--- config.mk ---
export PLATFORM = sky130hd
export DESIGN_NAME = mc_ctrl_seq_flat
export DESIGN_NICKNAME = d
export VERILOG_FILES = /design/src/rtl/mc_ctrl_seq_pkg.sv /design/src/rtl/mc_ctrl_seq_if.sv /design/src/rtl/mc_ctrl_seq_wait_timer.sv /design/src/rtl/mc_ctrl_seq.sv /design/src/flat_wrapper.sv
export SDC_FILE = /design/constraint.sdc
export NUM_CORES = 1
export LEC_CHECK = 0
export CORE_MARGIN = 3
export CORE_UTILIZATION = 39
export DETAILED_ROUTE_END_ITERATION = 7
export PLACE_DENSITY = 0.79
export SLEW_MARGIN = 20
export SYNTH_ARGS = -nofsm -noshare
export SYNTH_HDL_FRONTEND = slang
export SYNTH_SLANG_ARGS = --single-unit
export TNS_END_PERCENT = 20
--- constraint.sdc ---
create_clock -name CLK -period 2.3 [get_ports CLK]
set_input_delay 0.345 -clock CLK [delete_from_list [all_inputs] [get_ports CLK]]
set_output_delay 0.345 -clock CLK [all_outputs]
set_load 0.05 [all_outputs]
--- src/rtl/mc_ctrl_seq_pkg.sv ---
// Shared types for the multi-cycle control sequencer: opcodes, ALU codes,
// mux select codes, FSM state encoding and small opcode-class helpers.
package mc_pkg;

  typedef enum logic [2:0] {
    S_IF   = 3'd0,
    S_ID   = 3'd1,
    S_EXE  = 3'd2,
    S_MEM  = 3'd3,
    S_WB   = 3'd4,
    S_HALT = 3'd5,
    S_ERR  = 3'd6
  } state_t;

  typedef logic [5:0] opcode_t;

  localparam opcode_t OP_ADD  = 6'b000000;
  localparam opcode_t OP_SUB  = 6'b000001;
  localparam opcode_t OP_ADDI = 6'b000010;
  localparam opcode_t OP_ORI  = 6'b010000;
  localparam opcode_t OP_AND  = 6'b010001;
  localparam opcode_t OP_OR   = 6'b010010;
  localparam opcode_t OP_SLL  = 6'b011000;
  localparam opcode_t OP_SLT  = 6'b100110;
  localparam opcode_t OP_SLTI = 6'b100111;
  localparam opcode_t OP_SW   = 6'b110000;
  localparam opcode_t OP_LW   = 6'b110001;
  localparam opcode_t OP_BEQ  = 6'b110100;
  localparam opcode_t OP_J    = 6'b111000;
  localparam opcode_t OP_JR   = 6'b111001;
  localparam opcode_t OP_JAL  = 6'b111010;
  localparam opcode_t OP_HALT = 6'b111111;

  localparam logic [2:0] ALU_ADD = 3'b000;
  localparam logic [2:0] ALU_SUB = 3'b001;
  localparam logic [2:0] ALU_SLL = 3'b010;
  localparam logic [2:0] ALU_OR  = 3'b011;
  localparam logic [2:0] ALU_AND = 3'b100;
  localparam logic [2:0] ALU_SLT = 3'b111;

  localparam logic [1:0] PC_SEQ  = 2'b00;
  localparam logic [1:0] PC_BR   = 2'b01;
  localparam logic [1:0] PC_JR   = 2'b10;
  localparam logic [1:0] PC_JUMP = 2'b11;

  localparam logic [1:0] RO_RA = 2'b00;
  localparam logic [1:0] RO_RT = 2'b01;
  localparam logic [1:0] RO_RD = 2'b10;

  localparam logic [1:0] EXT_ZERO = 2'b00;
  localparam logic [1:0] EXT_SIGN = 2'b01;

  localparam int WAIT_W = 8;

  function automatic logic is_rtype(opcode_t op);
    return op inside {OP_ADD, OP_SUB, OP_AND, OP_OR, OP_SLL, OP_SLT};
  endfunction

  function automatic logic is_itype(opcode_t op);
    return op inside {OP_ADDI, OP_ORI, OP_SLTI};
  endfunction

  function automatic logic is_known(opcode_t op);
    return is_rtype(op) || is_itype(op) ||
           (op inside {OP_SW, OP_LW, OP_BEQ, OP_J, OP_JR, OP_JAL, OP_HALT});
  endfunction

  function automatic logic [2:0] alu_code(opcode_t op);
    case (op)
      OP_SUB, OP_BEQ:  return ALU_SUB;
      OP_SLL:          return ALU_SLL;
      OP_ORI, OP_OR:   return ALU_OR;
      OP_AND:          return ALU_AND;
      OP_SLT, OP_SLTI: return ALU_SLT;
      default:         return ALU_ADD;
    endcase
  endfunction

endpackage

--- src/rtl/mc_ctrl_seq_if.sv ---
// Instruction/data memory req/ack handshake bundle between sequencer and memories.
interface mc_ctrl_seq_if;
  import mc_pkg::*;

  logic imem_req;
  logic imem_ack;
  logic dmem_req;
  logic dmem_ack;

  modport master (output imem_req, dmem_req, input imem_ack, dmem_ack);
  modport slave  (input imem_req, dmem_req, output imem_ack, dmem_ack);
endinterface

--- src/rtl/mc_ctrl_seq_wait_timer.sv ---
// Watchdog for outstanding memory requests; timeout is asserted while the
// count equals MAX_WAIT.
module mc_wait_timer
  import mc_pkg::*;
#(
  parameter int MAX_WAIT = 15
) (
  input  logic clk,
  input  logic rst,
  input  logic clr,
  input  logic en,
  output logic timeout
);

  logic [WAIT_W-1:0] cnt;

  always_ff @(posedge clk)
    if (rst || clr) cnt <= '0;
    else if (en)    cnt <= cnt + WAIT_W'(1);

  assign timeout = (cnt == WAIT_W'(MAX_WAIT));

endmodule

--- src/rtl/mc_ctrl_seq.sv ---
// Multi-cycle control FSM for the MIPS-subset core with imem/dmem req/ack handshakes.
// Define MC_CTRL_PERF_EN to build the cycle/instret performance counters.
module mc_ctrl_seq
  import mc_pkg::*;
#(
  parameter int MAX_WAIT = 15,
  parameter int OP_W     = 6,
  parameter int ALUOP_W  = 3
) (
  input  logic               CLK,
  input  logic               RST,
  mc_ctrl_seq_if.master      mem,
  input  logic [OP_W-1:0]    Opcode,
  input  logic               Zero,
  output logic               PCWre,
  output logic               IRWre,
  output logic               RegWre,
  output logic               ALUSrcB,
  output logic               ALUM2Reg,
  output logic               WrRegData,
  output logic               DataMemRW,
  output logic               InsMemRW,
  output logic [ALUOP_W-1:0] ALUOp,
  output logic [1:0]         PCSrc,
  output logic [1:0]         RegOut,
  output logic [1:0]         ExtSel,
  output logic               halted,
  output logic               fault,
  output logic [2:0]         state,
  output logic [31:0]        cycle_cnt,
  output logic [31:0]        instret_cnt
);

  state_t     state_q, state_nxt;
  opcode_t    op;
  logic       ireq, dreq, ack_ok, tmo;
  logic [2:0] alu_c;

  assign op = opcode_t'(Opcode);

  always_ff @(posedge CLK)
    if (RST) state_q <= S_IF;
    else     state_q <= state_nxt;

  // Everything defaults low and stays low while RST is high.
  always_comb begin
    state_nxt = state_q;
    ireq      = 1'b0;
    dreq      = 1'b0;
    PCWre     = 1'b0;
    IRWre     = 1'b0;
    RegWre    = 1'b0;
    ALUSrcB   = 1'b0;
    ALUM2Reg  = 1'b0;
    WrRegData = 1'b0;
    DataMemRW = 1'b0;
    PCSrc     = PC_SEQ;
    RegOut    = RO_RA;
    ExtSel    = EXT_ZERO;
    alu_c     = ALU_ADD;
    if (!RST) begin
      case (state_q)
        S_IF:
          if (tmo) state_nxt = S_ERR;
          else begin
            ireq = 1'b1;
            if (mem.imem_ack) begin
              IRWre     = 1'b1;
              state_nxt = S_ID;
            end
          end
        S_ID:
          case (op)
            OP_J:    begin PCSrc = PC_JUMP; PCWre = 1'b1; state_nxt = S_IF; end
            OP_JAL:  begin
              RegOut = RO_RA; RegWre = 1'b1;
              PCSrc  = PC_JUMP; PCWre = 1'b1; state_nxt = S_IF;
            end
            OP_JR:   begin PCSrc = PC_JR; PCWre = 1'b1; state_nxt = S_IF; end
            OP_HALT: state_nxt = S_HALT;
            default: state_nxt = is_known(op) ? S_EXE : S_ERR;
          endcase
        S_EXE: begin
          alu_c   = alu_code(op);
          ALUSrcB = is_itype(op) || (op == OP_LW) || (op == OP_SW);
          ExtSel  = (op == OP_ORI) ? EXT_ZERO : EXT_SIGN;
          if (op == OP_BEQ) begin
            PCSrc     = Zero ? PC_BR : PC_SEQ;
            PCWre     = 1'b1;
            state_nxt = S_IF;
          end else if ((op == OP_LW) || (op == OP_SW)) state_nxt = S_MEM;
          else                                           state_nxt = S_WB;
        end
        S_MEM:
          if (tmo) state_nxt = S_ERR;
          else begin
            dreq      = 1'b1;
            DataMemRW = (op == OP_SW);
            if (mem.dmem_ack) begin
              if (op == OP_SW) begin PCWre = 1'b1; state_nxt = S_IF; end
              else state_nxt = S_WB;
            end
          end
        S_WB: begin
          RegWre    = 1'b1;
          WrRegData = 1'b1;
          ALUM2Reg  = (op == OP_LW);
          RegOut    = is_rtype(op) ? RO_RD : RO_RT;
          PCWre     = 1'b1;
          state_nxt = S_IF;
        end
        S_HALT, S_ERR: state_nxt = state_q;
        default:       state_nxt = S_ERR;
      endcase
    end
  end

  // An ack only counts when its request is being driven.
  assign ack_ok = (ireq & mem.imem_ack) | (dreq & mem.dmem_ack);

  mc_wait_timer #(.MAX_WAIT(MAX_WAIT)) u_wdt (
    .clk    (CLK),
    .rst    (RST),
    .clr    ((state_nxt != state_q) | ack_ok),
    .en     ((ireq | dreq) & ~ack_ok),
    .timeout(tmo)
  );

  assign mem.imem_req = ireq;
  assign mem.dmem_req = dreq;
  assign InsMemRW     = 1'b0;
  assign ALUOp        = ALUOP_W'(alu_c);
  assign halted       = !RST && (state_q == S_HALT);
  assign fault        = !RST && (state_q == S_ERR);
  assign state        = RST ? 3'd0 : state_q;

`ifdef MC_CTRL_PERF_EN
  always_ff @(posedge CLK)
    if (RST) begin
      cycle_cnt   <= '0;
      instret_cnt <= '0;
    end else begin
      if ((state_q != S_HALT) && (state_q != S_ERR)) cycle_cnt <= cycle_cnt + 32'd1;
      if (PCWre) instret_cnt <= instret_cnt + 32'd1;
    end
`else
  assign cycle_cnt   = '0;
  assign instret_cnt = '0;
`endif

endmodule

--- src/flat_wrapper.sv ---
// flat-port wrapper written by rule: the top's interface ports become plain ports
module mc_ctrl_seq_flat import mc_pkg::*;
#(
  parameter int MAX_WAIT = 15,
  parameter int OP_W     = 6,
  parameter int ALUOP_W  = 3
)
  (CLK, RST, Opcode, Zero, PCWre, IRWre, RegWre, ALUSrcB, ALUM2Reg, WrRegData, DataMemRW, InsMemRW, ALUOp, PCSrc, RegOut, ExtSel, halted, fault, state, cycle_cnt, instret_cnt, mem_imem_req, mem_dmem_req, mem_imem_ack, mem_dmem_ack);
  mc_ctrl_seq_if mem_i ();
  input  logic CLK;
  input  logic RST;
  input  logic [OP_W-1:0] Opcode;
  input  logic Zero;
  output logic PCWre;
  output logic IRWre;
  output logic RegWre;
  output logic ALUSrcB;
  output logic ALUM2Reg;
  output logic WrRegData;
  output logic DataMemRW;
  output logic InsMemRW;
  output logic [ALUOP_W-1:0] ALUOp;
  output logic [1:0] PCSrc;
  output logic [1:0] RegOut;
  output logic [1:0] ExtSel;
  output logic halted;
  output logic fault;
  output logic [2:0] state;
  output logic [31:0] cycle_cnt;
  output logic [31:0] instret_cnt;
  output wire logic [$bits(mem_i.imem_req)-1:0] mem_imem_req;
  output wire logic [$bits(mem_i.dmem_req)-1:0] mem_dmem_req;
  input wire logic [$bits(mem_i.imem_ack)-1:0] mem_imem_ack;
  input wire logic [$bits(mem_i.dmem_ack)-1:0] mem_dmem_ack;
  assign mem_imem_req = mem_i.imem_req;
  assign mem_dmem_req = mem_i.dmem_req;
  assign mem_i.imem_ack = mem_imem_ack;
  assign mem_i.dmem_ack = mem_dmem_ack;
  mc_ctrl_seq #(.MAX_WAIT(MAX_WAIT), .OP_W(OP_W), .ALUOP_W(ALUOP_W)) u_core (.CLK(CLK), .RST(RST), .mem(mem_i), .Opcode(Opcode), .Zero(Zero), .PCWre(PCWre), .IRWre(IRWre), .RegWre(RegWre), .ALUSrcB(ALUSrcB), .ALUM2Reg(ALUM2Reg), .WrRegData(WrRegData), .DataMemRW(DataMemRW), .InsMemRW(InsMemRW), .ALUOp(ALUOp), .PCSrc(PCSrc), .RegOut(RegOut), .ExtSel(ExtSel), .halted(halted), .fault(fault), .state(state), .cycle_cnt(cycle_cnt), .instret_cnt(instret_cnt));
endmodule
# Word level (Yosys, flattened, before mapping)
# Index checks and enable logic that the tools add are counted.
[word_totals]
regBits = 11
inputBits = 11
out_inout_bits = 88
[op_classes]
add_sub_neg = 1
eq_ne = 23
mux = 54
bitwise = 7
n_reduce_logical = 20
[op_table]
columns = ["operator", "count"]
rows = [
  ["6-bit equality test (second input constant)", 9],
  ["3-bit 2-to-1 mux", 12],
  ["1-bit 2-to-1 mux", 28],
  ["6-bit by 5-bit equality test with 1-bit output (second input constant)", 4],
  ["3-bit one-hot mux with 6 select lines", 1],
  ["3-bit one-hot mux with 5 select lines", 1],
  ["2-bit 2-to-1 mux", 7],
  ["2-bit OR reduction", 5],
  ["3-bit equality test (second input constant)", 3],
  ["8-bit by 1-bit adder with 8-bit output (second input constant)", 1],
  ["8-bit by 4-bit equality test with 1-bit output (second input constant)", 1],
  ["2-bit one-hot mux with 2 select lines", 2],
  ["7-bit nonzero test", 1],
  ["3-bit by 2-bit equality test with 1-bit output (second input constant)", 2],
  ["6-bit by 1-bit equality test with 1-bit output (second input constant)", 1],
  ["6-bit by 2-bit equality test with 1-bit output (second input constant)", 1],
  ["6-bit zero test", 1],
  ["1-bit logical OR", 6],
  ["3-bit one-hot mux with 2 select lines", 1],
  ["6-bit nonzero test", 1],
  ["1-bit one-hot mux with 4 select lines", 1],
  ["1-bit bitwise AND", 3],
  ["3-bit by 1-bit equality test with 1-bit output (second input constant)", 1],
  ["3-bit zero test", 1],
  ["other kinds (8)", 11],
]

# Depth between registers and ports, before layout
# Gate-level depths: netlist of the first run.
[depth]
ltp_word = 11
depth_mapped = 7
mapped_depth_nobuf = 6

# Cells and area by module
# A second synthesis of the first run with hierarchy kept.
[unflattened]
hier_cells = 235
hier_area_um2 = 1676.6
[modules_own_cells]
columns = ["module", "n_inst", "cells_per_inst", "area_each_um2", "seq_area_each_um2"]
rows = [
  ["mc_ctrl_seq", 1, 195, 1318.8, 60.1],
  ["mc_wait_timer", 1, 40, 357.8, 160.2],
]

# Worst setup path after synthesis of the first run
# OpenSTA, ideal clock, no wires.
[synth_path]
path_kind = "register to output"
from = "reg u_core.state_q[2]"
to = "out ALUM2Reg"
t_arrival_ps = 2465
required_ps = 1955
path_slack_ps = -510
stages_incl_launch_ff = 8
path_buffers = 2
path_cell_list = "dfxtp_1 clkbuf_1 clkbuf_1 nand2b_1 inv_1 nand2_1 inv_1 and4_1"
[synth_via]
elab_chain_cells = 3
[synth_lines]
columns = ["element", "line_no", "text"]
rows = [
  ["start: declaration", "mc_ctrl_seq.sv:34", "state_t state_q, state_nxt;"],
  ["start signal: assignment", "mc_ctrl_seq.sv:43", "else state_q <= state_nxt;"],
  ["3-bit equality test", "mc_ctrl_seq.sv:62", "case (state_q)"],
  ["1-bit 2-to-1 mux", "mc_ctrl_seq.sv:62", ""],
  ["1-bit 2-to-1 mux", "mc_ctrl_seq.sv:61", "if (!RST) begin"],
  ["end: declaration", "flat_wrapper.sv:18", "output logic ALUM2Reg;"],
]
# Every way passes these cells.

# Final worst setup path of the first run
[layout_path]
from = "reg u_core.u_wdt.cnt[4]"
to = "out DataMemRW"
[layout_via]
elab_chain_cells = 4
[layout_lines]
columns = ["element", "line_no", "text"]
rows = [
  ["start: declaration", "mc_ctrl_seq_wait_timer.sv:15", "logic [WAIT_W-1:0] cnt;"],
  ["start signal: assignment", "mc_ctrl_seq_wait_timer.sv:19", "else if (en) cnt <= cnt + WAIT_W'(1);"],
  ["8-bit by 4-bit equality test with 1-bit output", "mc_ctrl_seq_wait_timer.sv:21", "assign timeout = (cnt == WAIT_W'(MAX_WAIT));"],
  ["1-bit 2-to-1 mux", "mc_ctrl_seq.sv:95", "if (tmo) state_nxt = S_ERR;"],
  ["1-bit 2-to-1 mux", "mc_ctrl_seq.sv:62", ""],
  ["1-bit 2-to-1 mux", "mc_ctrl_seq.sv:61", ""],
  ["end: declaration", "flat_wrapper.sv:20", "output logic DataMemRW;"],
]
# Every way passes these cells.

==> results of run 1 <==
final timing paths:
path | startpoint | endpoint | slack (ns)
worst min register to register | u_core.u_wdt.cnt[7]$_SDFFE_PP0P_ | u_core.u_wdt.cnt[7]$_SDFFE_PP0P_ | 0.55
worst min-delay path | u_core.u_wdt.cnt[7]$_SDFFE_PP0P_ | u_core.u_wdt.cnt[7]$_SDFFE_PP0P_ | 0.55
worst max-delay path | u_core.u_wdt.cnt[4]$_SDFFE_PP0P_ | DataMemRW | -0.01
worst max register to register | u_core.u_wdt.cnt[4]$_SDFFE_PP0P_ | u_core.u_wdt.cnt[2]$_SDFFE_PP0P_ | 0.26
worst register-to-register path, stage by stage (launching register included):
cell      delay [ns]
dfxtp_1         0.31
or4_4           0.57
o211ai_1        0.51
nor3b_1         0.13
xnor2_1         0.16
nor4_1          0.26
flip-flops by register name, indices dropped and copies added, names as in the netlist:
register / cells
u_core.u_wdt.cnt: 8
u_core.state_q: 3
area by class of cell:
type	instances	area, sq um
timing repair buffer	74	828.3
tap	50	62.56
inverter	7	33.78
sequential	11	221.5
multi-input combinational	215	1289
clock buffer	4	45.04
fill	351	1722
where the power goes:
part / internal, mW / switching, mW
clock: 0.122 / 0.0733
sequential: 0.197 / 0.0197
combinational: 0.180 / 0.441
routing by layer:
layer | vias to the layer above | routed length, um
met5 | - | 0
li1 | 877 | -
met2 | 100 | 2331
met4 | 0 | 98
met1 | 854 | 1851
met3 | 12 | 427
cells by family (layout without fill, tap and decap cells):
kind of cell / count (synthesis) / in the layout / synth area share [%]
mux: 3 / 3 / 1.694
flops: 11 / 11 / 12.42
xor+xnor: 8 / 8 / 3.952
fa+ha+maj: 1 / 1 / 0.7056
other cells: 1 / 66 / 0.2115
simple gates: 98 / 98 / 30.98
buf+inv: 87 / 85 / 32.53
compound gates: 39 / 39 / 17.50
cells in the mapped netlist (all sizes together), types with 4 or more instances:
cell | instances | area (sq um)
nand3 | 10 | 62.56
xnor2 | 8 | 70.07
buf | 69 | 509.2
nor3 | 8 | 45.04
nor4 | 12 | 75.07
nand3b | 4 | 30.03
nor2 | 21 | 78.83
o21ai | 7 | 35.03
inv | 7 | 26.28
nand2 | 13 | 48.80
a21oi | 6 | 30.03
clkbuf | 11 | 41.29
nand2b | 4 | 25.02
nand4 | 5 | 31.28
dfxtp | 11 | 220.2
what timing repair did:
item,4_1_cts,5_1_grt
pin swaps,4,2
buffers inserted,2,0
gates resized for setup,17,9
endpoints found under the setup margin,8,14
metrics by stage:
stage / setup slack (ns) / instances / total power [mW] / TNS [ns] / cell area [sq um]
finish: -0.01390 / 361 / 1.033 / -0.01390 / 2480
global route: -0.04992 / 361 / 1.082 / -0.09726 / 2480
CTS: -0.01250 / 361 / 1.020 / -0.01250 / 2450
detailed placement: -0.1686 / 355 / 0.8192 / -1.673 / 2361
global placement: -0.1815 / 355 / 0.8139 / -1.218 / 2361
floorplan: -0.3086 / 313 / 0.7437 / -1.259 / 2036
==> results.ini, run 1 <==
[worst_setup_path]
cp_top_family=simple AND/OR/NAND/NOR gates
crit_fanout=5
path_class=reg -> out
reg2reg_depth=5
crit_path_top_delay_cell=or4_4
cp-end-kind=primary output
cp_num_buf_inv=1
cp.required_ns=1.96
crit_cells=5
cpPeakStageDelay_ns=0.57
cp.arrival_ns=1.97
startpoint_type=flop
cp_cell_sequence=or4_4 -> or2_4 -> and3_1 -> and4_4 -> buf_12

[clock_tree]
path_clk_slew_ns=0.05
htree_levels=1
cts_tree=done
cts_sinks=11
clk_latency_ns=0.24
hold_buffers=0
cts_buffer_depth=2
numCtsBuffers=3
cts-root-buf=clkbuf_8

[timing]
final.setup.worst_slack_ns=-0.01390
rsz0062_at_grt=yes
maxSlewViolCount=0
whs_ns=0.5498
min_period_over_period_pct=100.6
max_freq_ghz=0.4322
slew_headroom_pct=59.34
max_slew.worst_pin.slew_ns=0.6014
period_minus_slack_ns=2.314
final.setup_skew_ns=0.002182
setup_viol=1
hold_viol_final=0

[layout]
layout_common_cells=66 x conb_1, 43 x buf_4, 20 x buf_12
final_common_cell=conb_1
final_core_util_pct=59.02
post_route_cells_drive_above_1_share_pct=30.87
layout.nets=324
area_delta_synth_final_pct=39.87
diodes=0

[synthesis]
synth_area_sq_mm=0.001773
synth_warnings=0
synth_cell_types=55
ys_seq_elements=11
postSynthCellCount=248
synth_edf_count=0
async_flop_share_pct=0
synth_seq_area_share_pct=12.42
ys.flop_type=dfxtp_1
avgSynthCellArea_sq_um=7.149

[global_routing]
antenna_found_initial=0
grt_max_degree=19
grt_remaining_overflow=0
busiest_layer=met2
grt_util_met3_pct=2.599
grt_pass1_wl_um=7452
grt_util_met2_pct=29.00
grt_use_total_pct=17.18
use_met1_pct=22.51
grt_pass1_vias=1596

[die]
die_area_sq_mm=0.005391
boundaryPins=99
core_area_sq_mm=0.004202
initial_utilization_pct=42.20
row_count=23
die_x_um=73.43
die_h_um=73.43

[pwr]
vdd_drop_max_uv=474.4
powerDensity_mw_per_mm2=416.6
p_leak_nw=1.051

[detailed_routing]
vias=1843
drtPass1Iterations=4
drt_iter0_markers=134
post_drt_wl_per_cell_um=13.04
drcViolationCount=0
ant_nets=0
drt-total-wl_um=4709
via_per_inst=5.105

[placed_design]
numPortBuffers=32
hpwlAfterDp_um=3660
gp_congestion=0.9534

[min_path]
hp-class=reg -> reg
whs_path_depth=2

[run_status]
status=complete, but fails checks
violations=negative setup slack

[run]
drv_cap=0

(Power assumes the default switching activity.)
==> inputs of run 2 (changes only) <==
--- a/config.mk
+++ b/config.mk
@@ -6,9 +6,10 @@
 export NUM_CORES = 1
 export LEC_CHECK = 0
 export CORE_MARGIN = 3
-export CORE_UTILIZATION = 39
+export CORE_UTILIZATION = 34
 export DETAILED_ROUTE_END_ITERATION = 7
-export PLACE_DENSITY = 0.79
+export DONT_BUFFER_PORTS = 1
+export PLACE_DENSITY = 0.46
 export SLEW_MARGIN = 20
 export SYNTH_ARGS = -nofsm -noshare
 export SYNTH_HDL_FRONTEND = slang
==> run 2 against run 1 <==
The flow now finishes without violations. Flip-flop and latch count did not move. Combinational power shrank 17%. First-iteration DRC count is 16% lower. Worst hold slack lost 0.37 ns. Fmax increased by 2.5%. Count of clock-buffer cells in the layout unchanged. Global-route usage is 4.9 points lower. Sequential share of layout area rose by 2.6 points. Clock power down 4%. Cell area fell by 22%. Clock skew barely moved. Largest cell class unchanged. Largest power group unchanged.
==> results.ini, run 2 (same netlist as run 1, synthesis figures left out) <==
[run_status]
status=completed

[clock_tree]
cts_sinks=11
path_clk_slew_ns=0.05
numCtsBuffers=3
hold_buffers=0
htree_levels=1
cts_tree=done
cts-root-buf=clkbuf_8
cts_buffer_depth=2
clk_latency_ns=0.23

[die]
die_area_sq_mm=0.006117
boundaryPins=99
row_count=25
initial_utilization_pct=36.33
die_h_um=78.21
core_area_sq_mm=0.004880
die_x_um=78.21

[timing]
rsz0062_at_grt=yes
max_freq_ghz=0.4430
period_minus_slack_ns=2.258
final.setup_skew_ns=0.002119
min_period_over_period_pct=98.15
maxSlewViolCount=0
slew_headroom_pct=58.51
setup_viol=0
max_slew.worst_pin.slew_ns=0.6137
fin_tns_setup_ns=0
hold_viol_final=0

[global_routing]
antenna_found_initial=0
grt_remaining_overflow=0
grt_pass1_wl_um=6306
grt_pass1_vias=1313
grt_use_total_pct=12.27
grt_max_degree=20

[layout]
area_delta_synth_final_pct=8.468
max_flop_register=u_core.u_wdt.cnt
largest_reg_flops=8
final_core_util_pct=39.41
layout_common_cells=66 x conb_1, 32 x buf_4, 21 x nor2_1
final_common_cell=conb_1
layout.nets=285
fill_cells=511
top_regs=u_core.u_wdt.cnt: 8 flops, u_core.state_q: 3 flops
post_route_cells_drive_above_1_share_pct=20.96
diodes=0

[worst_setup_path]
cp_num_buf_inv=1
cp_top_family=simple AND/OR/NAND/NOR gates
reg2reg_depth=7
startpoint_type=flop
cp-end-kind=primary output
cp.arrival_ns=1.91
cp.required_ns=1.96
cp_cell_sequence=or4_4 -> or2_4 -> and3_1 -> and4_1 -> buf_12
crit_cells=5
crit_fanout=4
ff2ff_setup_slack_ns=0.26
path_class=reg -> out
cpPeakStageDelay_ns=0.54
crit_path_top_delay_cell=or4_4

[pwr]
switchingPower_mw=0.4797
p_clk_share_pct=20.6
vdd_drop_max_uv=230.7
power_frac_seq_pct=22.9
power_frac_comb_pct=56.6
p_int_mw=0.4305
powerDensity_mw_per_mm2=473.3
switching_share_pct=52.70
p_leak_nw=0.7973

[detailed_routing]
via_per_inst=4.785
drcViolationCount=0
post_drt_wl_per_cell_um=12.24
drt-total-wl_um=4151
ant_nets=0
vias=1622
drtPass1Iterations=4
drt_iter0_markers=112

[placed_design]
numPortBuffers=0
gp_congestion=0.7707
hpwlAfterDp_um=3351

[min_path]
hp-class=in -> reg
whs_path_depth=1

[run]
drv_cap=0

run 2: power groups by stage:
stage	sequential (mW)	combinational (mW)	clock, mW
floorplan	0.203	0.541	0
global placement	0.211	0.512	0
detailed placement	0.211	0.511	0
CTS	0.207	0.512	0.194
global route	0.208	0.542	0.206
finish	0.208	0.515	0.187
run 2: through the flow:
stage                     worst slack, ns  hold WS [ns]  area, sq um  instances  total power, mW
after floorplan                   -0.3086        0.5067         2036        313           0.7437
after global placement             0.1170        0.4245         1859        334           0.7232
after detailed placement           0.1104        0.4282         1859        334           0.7224
after CTS                         0.02637        0.1782         1921        339           0.9135
after global routing            -0.006548        0.1680         1923        339           0.9560
final                             0.04246        0.1762         1923        339           0.9102
run 2: worst paths after layout:
kind,start,to
hold reg to reg,u_core.u_wdt.cnt[1]$_SDFFE_PP0P_,u_core.u_wdt.cnt[1]$_SDFFE_PP0P_
hold / removal,RST,u_core.state_q[1]$_SDFF_PP0_
setup / recovery,u_core.u_wdt.cnt[7]$_SDFFE_PP0P_,DataMemRW
setup reg to reg,u_core.u_wdt.cnt[7]$_SDFFE_PP0P_,u_core.u_wdt.cnt[3]$_SDFFE_PP0P_
run 2: worst reg2reg max path: stages, from the launching register on:
cell	delay, ns
dfxtp_1	0.32
or4_4	0.55
buf_4	0.16
a2bb2oi_1	0.15
nor3_1	0.22
o32ai_2	0.12
buf_4	0.18
nor4_1	0.24
run 2: cell type report:
type	instances	area, sq um	share of cell area [%]
repair buffers	35	300.3	15.61
flip-flops and latches	11	221.5	11.52
well taps	67	83.83	4.359
multi-input cells	215	1239	64.41
inverters	7	33.78	1.757
clock buffers	4	45.04	2.342
run 2: routing by layer:
layer | vias up | track usage (%) | share of wire [%]
li1 | 796 | - | -
met1 | 748 | 18.07 | 48
met2 | 76 | 18.84 | 43
met3 | 2 | 2.064 | 8.3
met4 | 0 | 2.098 | 0.41
met5 | - | 0 | 0
run 2: what timing repair did:
item | 4_1_cts | 5_1_grt
pin swaps | 2 | 0
buffers inserted | 1 | 0
gates resized for setup | 2 | 3
endpoints found under the setup margin | 3 | 6
